## src/rtl/mem_access_stage_pkg.sv

```systemverilog
// rtl/mem_access_stage_pkg.sv - shared encodings and lane helpers for the MEM stage
package mem_access_stage_pkg;

  localparam logic [1:0] SZ_BYTE = 2'b00;
  localparam logic [1:0] SZ_HALF = 2'b01;
  localparam logic [1:0] SZ_WORD = 2'b10;

  localparam logic [1:0] ST_IDLE = 2'b00;
  localparam logic [1:0] ST_WAIT = 2'b01;
  localparam logic [1:0] ST_DONE = 2'b10;

  localparam logic [31:0] DEAD_VAL = 32'hDEADBEEF;

  // Reserved size 2'b11 falls through to word handling in every helper.
  function automatic logic is_misaligned(input logic [1:0] size, input logic [1:0] off);
    case (size)
      SZ_BYTE: return 1'b0;
      SZ_HALF: return off[0];
      default: return off != 2'b00;
    endcase
  endfunction

  function automatic logic [3:0] lane_be(input logic [1:0] size, input logic [1:0] off);
    case (size)
      SZ_BYTE: return 4'b0001 << off;
      SZ_HALF: return 4'b0011 << off;
      default: return 4'b1111;
    endcase
  endfunction

  function automatic logic [31:0] lane_wdata(input logic [1:0] size, input logic [31:0] d);
    case (size)
      SZ_BYTE: return {4{d[7:0]}};
      SZ_HALF: return {2{d[15:0]}};
      default: return d;
    endcase
  endfunction

endpackage

```

## src/rtl/mem_access_stage_load_formatter.sv

```systemverilog
// rtl/mem_access_stage_load_formatter.sv - lane select and sign/zero extension of load data
module load_formatter
  import mem_access_stage_pkg::*;
(
  input  logic [31:0] rdata_i,
  input  logic [1:0]  offset_i,
  input  logic [1:0]  size_i,
  input  logic        unsigned_i,
  output logic [31:0] data_o
);

  logic [7:0]  byte_v;
  logic [15:0] half_v;

  always_comb begin
    byte_v = rdata_i[{offset_i, 3'b000} +: 8];
    half_v = offset_i[1] ? rdata_i[31:16] : rdata_i[15:0];
    case (size_i)
      SZ_BYTE: data_o = {{24{~unsigned_i & byte_v[7]}}, byte_v};
      SZ_HALF: data_o = {{16{~unsigned_i & half_v[15]}}, half_v};
      default: data_o = rdata_i;
    endcase
  end

endmodule

```

## src/rtl/mem_access_stage.sv

```systemverilog
// rtl/mem_access_stage.sv - MEM pipeline stage with wait-state data bus; DMEM_TIMEOUT_EN adds a bus timeout
module mem_access_stage
  import mem_access_stage_pkg::*;
#(
  parameter int TIMEOUT_CYCLES = 64
) (
  input  logic        clk,
  input  logic        rst,
  input  logic        valid_in,
  input  logic [31:0] alu_in,
  input  logic [31:0] store_in,
  input  logic [4:0]  rd_in,
  input  logic        mem_read,
  input  logic        mem_write,
  input  logic [1:0]  mem_size,
  input  logic        mem_unsigned,
  output logic        stall,
  output logic [31:0] data_out,
  output logic [4:0]  rd_out,
  output logic        misalign,
  output logic        bus_err,
  output logic        dmem_req,
  output logic        dmem_we,
  output logic [31:0] dmem_addr,
  output logic [31:0] dmem_wdata,
  output logic [3:0]  dmem_be,
  input  logic [31:0] dmem_rdata,
  input  logic        dmem_ack
);

  logic [1:0]  state_q, state_d;
  logic        req_q, we_q, load_q, uns_q, err_q;
  logic [31:0] addr_q, wdata_q, result_q;
  logic [3:0]  be_q;
  logic [1:0]  off_q, size_q;

  logic        mem_op, bad_align, start, ack_fire, timeout_hit;
  logic [31:0] fmt_data;

  assign mem_op    = valid_in & (mem_read | mem_write);
  assign bad_align = mem_op & is_misaligned(mem_size, alu_in[1:0]);
  assign start     = (state_q == ST_IDLE) & mem_op & ~bad_align;
  assign ack_fire  = (state_q == ST_WAIT) & dmem_ack;

  // Access attributes are latched so formatting does not depend on upstream holding.
  load_formatter u_fmt (
    .rdata_i    (dmem_rdata),
    .offset_i   (off_q),
    .size_i     (size_q),
    .unsigned_i (uns_q),
    .data_o     (fmt_data)
  );

`ifdef DMEM_TIMEOUT_EN
  localparam int CW = $clog2(TIMEOUT_CYCLES) + 1;
  logic [CW-1:0] tmo_cnt_q;

  always_ff @(posedge clk) begin
    if (rst || state_q != ST_WAIT) tmo_cnt_q <= '0;
    else                           tmo_cnt_q <= tmo_cnt_q + 1'b1;
  end

  assign timeout_hit = (state_q == ST_WAIT) & ~dmem_ack & (tmo_cnt_q == CW'(TIMEOUT_CYCLES - 1));
  assign bus_err     = err_q;
`else
  logic unused_timeout;
  assign unused_timeout = TIMEOUT_CYCLES > 0;
  assign timeout_hit    = 1'b0;
  assign bus_err        = 1'b0;
`endif

  always_comb begin
    state_d = state_q;
    case (state_q)
      ST_IDLE: if (start) state_d = ST_WAIT;
      ST_WAIT: if (dmem_ack || timeout_hit) state_d = ST_DONE;
      ST_DONE: state_d = ST_IDLE;
      default: state_d = ST_IDLE;
    endcase
  end

  always_comb begin
    stall    = 1'b0;
    misalign = 1'b0;
    data_out = alu_in;
    rd_out   = valid_in ? rd_in : 5'd0;
    case (state_q)
      ST_IDLE: begin
        if (mem_op) begin
          rd_out = 5'd0;
          if (bad_align) misalign = 1'b1;
          else           stall    = 1'b1;
        end
      end
      ST_WAIT: begin
        stall  = 1'b1;
        rd_out = 5'd0;
      end
      ST_DONE: begin
        data_out = result_q;
        rd_out   = (load_q && !err_q) ? rd_in : 5'd0;
      end
      default: rd_out = 5'd0;
    endcase
    if (rst) begin
      stall    = 1'b0;
      misalign = 1'b0;
    end
  end

  always_ff @(posedge clk) begin
    if (rst) begin
      state_q  <= ST_IDLE;
      req_q    <= 1'b0;
      we_q     <= 1'b0;
      addr_q   <= '0;
      wdata_q  <= '0;
      be_q     <= '0;
      result_q <= '0;
      off_q    <= '0;
      size_q   <= '0;
      uns_q    <= 1'b0;
      load_q   <= 1'b0;
      err_q    <= 1'b0;
    end else begin
      state_q <= state_d;
      err_q   <= 1'b0;
      if (start) begin
        req_q   <= 1'b1;
        we_q    <= mem_write & ~mem_read;
        addr_q  <= {alu_in[31:2], 2'b00};
        wdata_q <= lane_wdata(mem_size, store_in);
        be_q    <= lane_be(mem_size, alu_in[1:0]);
        off_q   <= alu_in[1:0];
        size_q  <= mem_size;
        uns_q   <= mem_unsigned;
        load_q  <= mem_read;
      end
      if (ack_fire) begin
        req_q    <= 1'b0;
        we_q     <= 1'b0;
        result_q <= load_q ? fmt_data : 32'd0;
      end else if (timeout_hit) begin
        req_q    <= 1'b0;
        we_q     <= 1'b0;
        result_q <= DEAD_VAL;
        err_q    <= 1'b1;
      end
    end
  end

  assign dmem_req   = req_q;
  assign dmem_we    = we_q;
  assign dmem_addr  = addr_q;
  assign dmem_wdata = wdata_q;
  assign dmem_be    = be_q;

endmodule

```

## config.mk

```make
export PLATFORM = sky130hd
export DESIGN_NAME = mem_access_stage
export DESIGN_NICKNAME = d
export VERILOG_FILES = /design/src/rtl/mem_access_stage_pkg.sv /design/src/rtl/mem_access_stage_load_formatter.sv /design/src/rtl/mem_access_stage.sv
export SDC_FILE = /design/constraint.sdc
export NUM_CORES = 1
export LEC_CHECK = 0
export CAP_MARGIN = 20
export CORE_MARGIN = 2
export CORE_UTILIZATION = 46
export CTS_CLUSTER_SIZE = 24
export DETAILED_ROUTE_END_ITERATION = 7
export MAX_ROUTING_LAYER = met4
export PLACE_DENSITY_LB_ADDON = 0.25
export SLEW_MARGIN = 20
export SYNTH_ARGS = -nofsm -noshare
export SYNTH_HDL_FRONTEND = slang
export SYNTH_SLANG_ARGS = --single-unit
```

## constraint.sdc

```tcl
create_clock -name clk -period 5.3 [get_ports clk]
set_input_delay 0.795 -clock clk [delete_from_list [all_inputs] [get_ports clk]]
set_output_delay 0.795 -clock clk [all_outputs]
set_load 0.05 [all_outputs]
```

# Word-level counts from Yosys, hierarchy flattened
# Cells that the tools add are included.
# op_classes
n_mux	22
n_lt_le_gt_ge	0
shift	3
div_mod_pow	0
multipliers	0
bitwise	12
eq_ne	6
reduce_logical	6
add_sub_neg	0
# op_table
cell	count
32-bit one-hot mux with 2 select lines	2
32-bit two-way mux	2
32-bit by 6-bit indexed part select with 8-bit output	1
16-bit two-way mux	1
5-bit two-way mux	3
5-bit one-hot mux with 2 select lines	1
1-bit bitwise AND	8
4-bit one-hot mux with 2 select lines	1
1-bit two-way mux	7
2-bit by 1-bit == test with 1-bit output (second input constant)	3
2-bit zero test	3
2-bit two-way mux	2
2-bit inequality test (second input constant)	2
1-bit one-hot mux with 2 select lines	2
2-bit one-hot mux with 2 select lines	1
1-bit by 2-bit left shift with 4-bit output (first input constant)	1
2-bit by 2-bit left shift with 4-bit output (first input constant)	1
1-bit NOT	3
2-bit == test (second input constant)	1
2-bit AND reduction	1
2-bit nonzero test	1
2-bit OR reduction	1
1-bit bitwise OR	1
# word_totals
romBits	0
ram_bits	0
input_bits	110
wordCells	60
n_memories	0
out_inout_bits	110
latch_bits	0
register_bits	108

# Depth between registers and ports, before layout
# Gate-level depths: netlist of the first run.
# depth
ltp_word	7
depth_mapped	7
ltp_nobuf	4

# Cells and area by module
# A second synthesis of the first run with hierarchy kept.
# hier_totals
hier_cells	627
area_unflattened_um2	5431.5
# by_module_without_submodules
module	cells_per_inst	n_inst	area_each_um2
mem_access_stage	505	1	4737.0
load_formatter	122	1	694.4

# Least setup slack after synthesis of the first run
# No wires, ideal clock.
# synth_path
path_kind	in2out
start	input mem_size[1]
end	output stall
stages	7
arrival_ps	2812
slack_ps	1693
t_required_ps	4505
path_cell_list	buf_2 a21oi_1 or2_2 buf_2 clkbuf_1 a21oi_1 nor3_1
# synth_via
elab_chain_len	7
elab_cells_between_ends	8
# synth_rtl
item	line_no	rtl
start, declared	mem_access_stage.sv:15	input logic [1:0] mem_size,
2-bit by 1-bit == test with 1-bit output / 2-bit zero test (equally long branches)	mem_access_stage_pkg.sv:16	case (size)
1-bit one-hot mux with 2 select lines *	mem_access_stage_pkg.sv:16	
1-bit bitwise AND *	mem_access_stage.sv:41	assign bad_align = mem_op & is_misaligned(mem_size, alu_in[1:0]);
1-bit two-way mux *	mem_access_stage.sv:91	if (bad_align) misalign = 1'b1;
1-bit two-way mux *	mem_access_stage.sv:89	if (mem_op) begin
1-bit one-hot mux with 2 select lines *	mem_access_stage.sv:87	case (state_q)
1-bit two-way mux *	mem_access_stage.sv:105	if (rst) begin
end, declared	mem_access_stage.sv:17	output logic stall,
# Mark *: on every way between the ends. The rest lies on a longest branch, timed or not.

# Worst setup path in the final report of the first run
# Ends and elaborated chain as after synthesis.

==> results of run 1 <==
## layout make-up
cell class	count	area [um^2]	area share [%]
multi-input combinational	434	2790	36.4
timing repair buffer	224	2240	29.2
sequential	108	2160	28.2
clock buffer	10	239	3.12
tap	140	175	2.28
clock inverter	6	45.0	0.588
inverter	4	15.0	0.196
## how the worst max path moves through the flow
stage	startpoint	to	cells after the start	slack [ns]
finish	mem_size[1]	stall	8	1.24
global route	alu_in[0]	stall	7	1.08
CTS	mem_size[1]	stall	8	1.24
detailed placement	mem_size[1]	stall	8	1.27
global placement	mem_size[1]	stall	8	1.34
floorplan	mem_size[1]	stall	7	1.69
## power by group through the flow
stage	logic (uW)	clock network, uW	registers [uW]
after floorplan	240	0	984
after global placement	560	0	885
after detailed placement	568	0	886
after CTS	570	656	867
after global routing	602	688	872
final	573	653	868
## metrics by stage
step | setup WS (ns) | total power [uW]
6_report | 1.24 | 2090
5_1_grt | 1.08 | 2160
4_1_cts | 1.24 | 2090
3_5_place_dp | 1.27 | 1450
3_3_place_gp | 1.34 | 1440
2_1_floorplan | 1.69 | 1220
## synth_stat cells (10+ instances only)
| cell | instances | share of area (%) |
|---|---|---|
| dfxtp_1 | 108 | 41 |
| o21ai_0 | 92 | 8.8 |
| a21oi_1 | 84 | 8.0 |
| nand3_1 | 55 | 5.3 |
| clkbuf_1 | 40 | 2.9 |
| mux2_2 | 39 | 8.4 |
| nand2_1 | 29 | 2.1 |
| nor2_1 | 17 | 1.2 |
| mux2i_1 | 16 | 3.1 |
| buf_2 | 15 | 1.4 |
| nor3_1 | 11 | 1.1 |
| nand2b_1 | 10 | 1.2 |
## cell families after synthesis
logic type      share of synthesized area, %
simple gates                            13.5
other cells                           0.0718
mux                                     11.8
compound gates                          27.4
flops                                   41.4
buf+inv                                 5.75
xor+xnor                               0.168
## flip-flops by register name (all words and copies together) (netlist names)
| signal | count |
|---|---|
| state_q | 2 |
| load_q | 1 |
| size_q | 2 |
| dmem_we | 1 |
| dmem_addr | 30 |
| dmem_req | 1 |
| result_q | 32 |
| uns_q | 1 |
| dmem_wdata | 32 |
| off_q | 2 |
| dmem_be | 4 |
## metal layers
metal,vias up,track usage [%],wire [um]
met5,-,-,0
li1,2570,-,-
met4,0,10.8,533
met3,39,6.31,1330
met1,2595,34.3,7150
met2,241,45.0,8460
## worst min-delay path, cell delays in order (launching register included)
cell and delay [ns]:
dfxtp_1 0.34, nand2_1 0.05, o21ai_0 0.06
==> impl_metrics.toml, run 1 <==
[status]
outcome = "finished clean"

[setup_path]
reg2reg_slack_ns = 2.80
r2r_cells = 3
crit_path_top_delay_cell = "buf_4"
arrival_ns = 3.27
path_cells = "clkdlybuf4s50_1, buf_4, a21oi_1, or2_2, buf_4, a21oi_1, nor3_1, buf_12"
r2r_end = "result_q[26]"
r2r_start = "size_q[1]"
crit_buf_inv = 4
required_ns = 4.51
timing_worst_setup_path_type = "primary input to primary output"
critPathLaunchType = "primary input"
crit_family = "buffers and inverters"
end_kind = "primary output"
critPathMaxStageDelay_ns = 0.61
critPathMaxFanout = 71

[die]
fp.dieH_um = 111
start_util_pct = 47.8
die-area_um2 = 12200
die_x_um = 111
row_count = 38
core_um2 = 10900
ioPinCount = 220

[yosys]
synth_edf_count = 0
synthDistinctLibCells = 45
async_flop_share_pct = 0
synth_area_per_cell_um2 = 8.59
ys.flop_type = "dfxtp_1"
ys_ff_latch = 108
seq_area_frac_synth_pct = 41.4
ys_warn_count = 0
mappedNetlistArea_um2 = 5220
synthCells = 608

[global_routing]
grt_pass1_vias = 5193
overflow = 0
track_usage_pct = 28.0
antenna_found_initial = 0
grt_max_degree = 74
grt_pass1_wl_um = 27400

[clock_network]
root_buffer = "clkbuf_16"
clockBufferDepth = 2
ctsHtreeMaxLevel = 3
holdBufCountCts = 0
cts_sinks = 108
cts_tree = "built"
ctsResizeCount = 0
clk_pin_slew_ns = 0.08
numCtsBuffers = 9
cts_setup_buffers = 0
clock_latency_ns = 0.34

[power]
p_leak_uw = 0.00264
combPwrFrac_pct = 27.4
power_density_nw_per_um2 = 273
clkPwrFrac_pct = 31.2
p_int_uw = 1400
ir_worst_vdd_uv = 202
p_sw_uw = 691
swShare_pct = 33.0
power_frac_seq_pct = 41.4

[drt]
wl_per_cell_um = 18.9
drc = 0
detail-route-antenna-nets = 0
drtIter0Drc = 342
route.vias.total = 5445
via_per_inst = 5.88
drt_wl_total_um = 17500
drt-pass1-iter-count = 5

[sta]
rsz0062_at_grt = "false"
worstMarginPinSlew_ns = 1.12
fin_skew_ns = 0.00800
hold_violations = 0
fmax_mhz = 246
setup_viol = 0
slew_headroom_pct = 25.1
fin_crit_sh_pct = 76.6
fin_tns_setup_ns = 0
period_needed_ns = 4.06
drv_slew = 0
whs_ns = 0.473

[cells_and_area]
final_common_cell = "clkdlybuf4s50_1"
area_growth_pct = 46.8
final_core_util_pct = 70.1
nFillCells = 888
antenna_cells = 0
mostFrequentLayoutCells = "clkdlybuf4s50_1 (214), dfxtp_1 (108), o21ai_0 (92), a21oi_1 (83), nand3_1 (55)"
fin_area_um2 = 7670
drive_gt1_share_pct = 10.9
fin_nets = 891
fin_cells = 926

[hold_path]
hold_start = "result_q[5]"
min_delay_path_depth = 2
hp-class = "register to register"
min_to = "result_q[5]"

[place]
numPortBuffers = 216
placed_cells = 909
place.gp.congestion = 0.864
hpwl_um = 12100
place_area_um2 = 7360

[run]
cap_violations = 0
Note: power is estimated with default switching activity, not from simulation.
==> run 2: changes to the inputs <==
--- a/config.mk
+++ b/config.mk
@@ -7,7 +7,7 @@
 export LEC_CHECK = 0
 export CAP_MARGIN = 20
 export CORE_MARGIN = 2
-export CORE_UTILIZATION = 46
+export CORE_UTILIZATION = 43
 export CTS_CLUSTER_SIZE = 24
 export DETAILED_ROUTE_END_ITERATION = 7
 export MAX_ROUTING_LAYER = met4
==> constraint.sdc (replaced) <==
create_clock -name clk -period 3.8 [get_ports clk]
set_input_delay 0.57 -clock clk [delete_from_list [all_inputs] [get_ports clk]]
set_output_delay 0.57 -clock clk [all_outputs]
set_load 0.05 [all_outputs]
==> impl_metrics.toml, run 2 (synthesis results as in run 1) <==
[place]
place_area_um2 = 7390
place.gp.congestion = 0.880
pre_cts_slack_ns = 0.602
numPortBuffers = 216
hpwl_um = 12700

[sta]
whs_ns = 0.457
slew_headroom_pct = 32.5
period_needed_ns = 3.20
fin_tns_setup_ns = 0
fin_ws_ns = 0.599
fin_skew_ns = 0.00600
fin_crit_sh_pct = 84.2
rsz0062_at_grt = "false"
setup_viol = 0
worstMarginPinSlew_ns = 1.01
fmax_mhz = 312
hold_violations = 0
drv_slew = 0

[die]
ioPinCount = 220
row_count = 40
die-area_um2 = 13000
start_util_pct = 43.8
core_um2 = 11900
die_x_um = 114
fp.dieH_um = 114

[cells_and_area]
fin_area_um2 = 7680
final_common_cell = "clkdlybuf4s50_1"
mostFrequentLayoutCells = "clkdlybuf4s50_1 (213), dfxtp_1 (108), o21ai_0 (92), a21oi_1 (83), nand3_1 (55)"
fin_nets = 893
drive_gt1_share_pct = 10.9
area_growth_pct = 47.1
antenna_cells = 0
nFillCells = 1030

[drt]
dr_wl_met2_um = 8650
wl_met3_um = 1210
route.vias.total = 5450
drt-pass1-iter-count = 5
drtIter0Drc = 384
drt_wl_total_um = 17700
detail-route-antenna-nets = 0
via_per_inst = 5.84
drt-met1-wl_um = 7390
wl_per_cell_um = 19.0
drc = 0
top_layer = "met4"

[setup_path]
critPathMaxFanout = 5
end_kind = "primary output"
critPathLaunchType = "primary input"
timing_worst_setup_path_type = "primary input to primary output"
required_ns = 3.23
reg2reg_slack_ns = 1.38
arrival_ns = 2.63

[global_routing]
grt_pass1_wl_um = 27400
overflow = 0
antenna_found_initial = 0
grt_max_degree = 74
track_usage_pct = 27.3
grt_pass1_vias = 5337

[clock_network]
clockBufferDepth = 2
root_buffer = "clkbuf_16"
cts_setup_buffers = 0
holdBufCountCts = 0
numCtsBuffers = 9
cts_tree = "built"
clock_latency_ns = 0.34
ctsResizeCount = 0
ctsHtreeMaxLevel = 3
cts_sinks = 108
clk_pin_slew_ns = 0.07

[status]
outcome = "finished clean"

[power]
p_sw_uw = 927
clkPwrFrac_pct = 32.0
power_frac_seq_pct = 41.0
ir_worst_vdd_uv = 209
power_density_nw_per_um2 = 384
p_total_uw = 2950
combPwrFrac_pct = 26.9
swShare_pct = 31.4
p_leak_uw = 0.00265
p_int_uw = 2030

[run]
cap_violations = 0

[hold_path]
hp-class = "register to register"
run 2: through the flow:
| stage | utilization [%] | instances |
|---|---|---|
| after floorplan | - | 610 |
| after global placement | 62.0 | 919 |
| after detailed placement | 62.0 | 919 |
| after CTS | 64.5 | 933 |
| after global routing | 64.5 | 933 |
| final | 64.5 | 933 |
run 2: final cells by class:
cell class | count | area, um^2 | area share (%)
tap | 147 | 184 | 2.39
sequential | 108 | 2160 | 28.1
multi-input combinational | 434 | 2790 | 36.3
clock inverter | 2 | 35.0 | 0.456
inverter | 4 | 15.0 | 0.195
timing repair buffer | 226 | 2240 | 29.2
clock buffer | 12 | 256 | 3.34
run 2: power groups by stage:
stage / logic [uW] / clock network, uW / registers, uW
CTS: 793 / 954 / 1210
detailed placement: 791 / 0 / 1240
global placement: 779 / 0 / 1230
floorplan: 335 / 0 / 1370
global route: 836 / 1000 / 1220
finish: 794 / 946 / 1210
run 2: worst paths after layout:
| check | from | end | cells past startpoint |
|---|---|---|---|
| setup / recovery | mem_read | rd_out[0] | 6 |
| hold / removal | result_q[5] | result_q[5] | 2 |
| setup reg to reg | size_q[1] | result_q[24] | 3 |
| hold reg to reg | result_q[5] | result_q[5] | 2 |
run 2: layer usage:
layer / up-vias / global-route usage [%]
met5: - / -
met4: 0 / 10.1
met3: 35 / 3.44
met2: 268 / 47.0
met1: 2572 / 32.7
li1: 2575 / -
run 2: critical path: stages:
cell and delay, ns:
clkdlybuf4s50_1 0.46, nor4b_1 0.31, a21oi_1 0.07, nor2_1 0.21, and2_1 0.18, clkdlybuf4s50_1 0.82
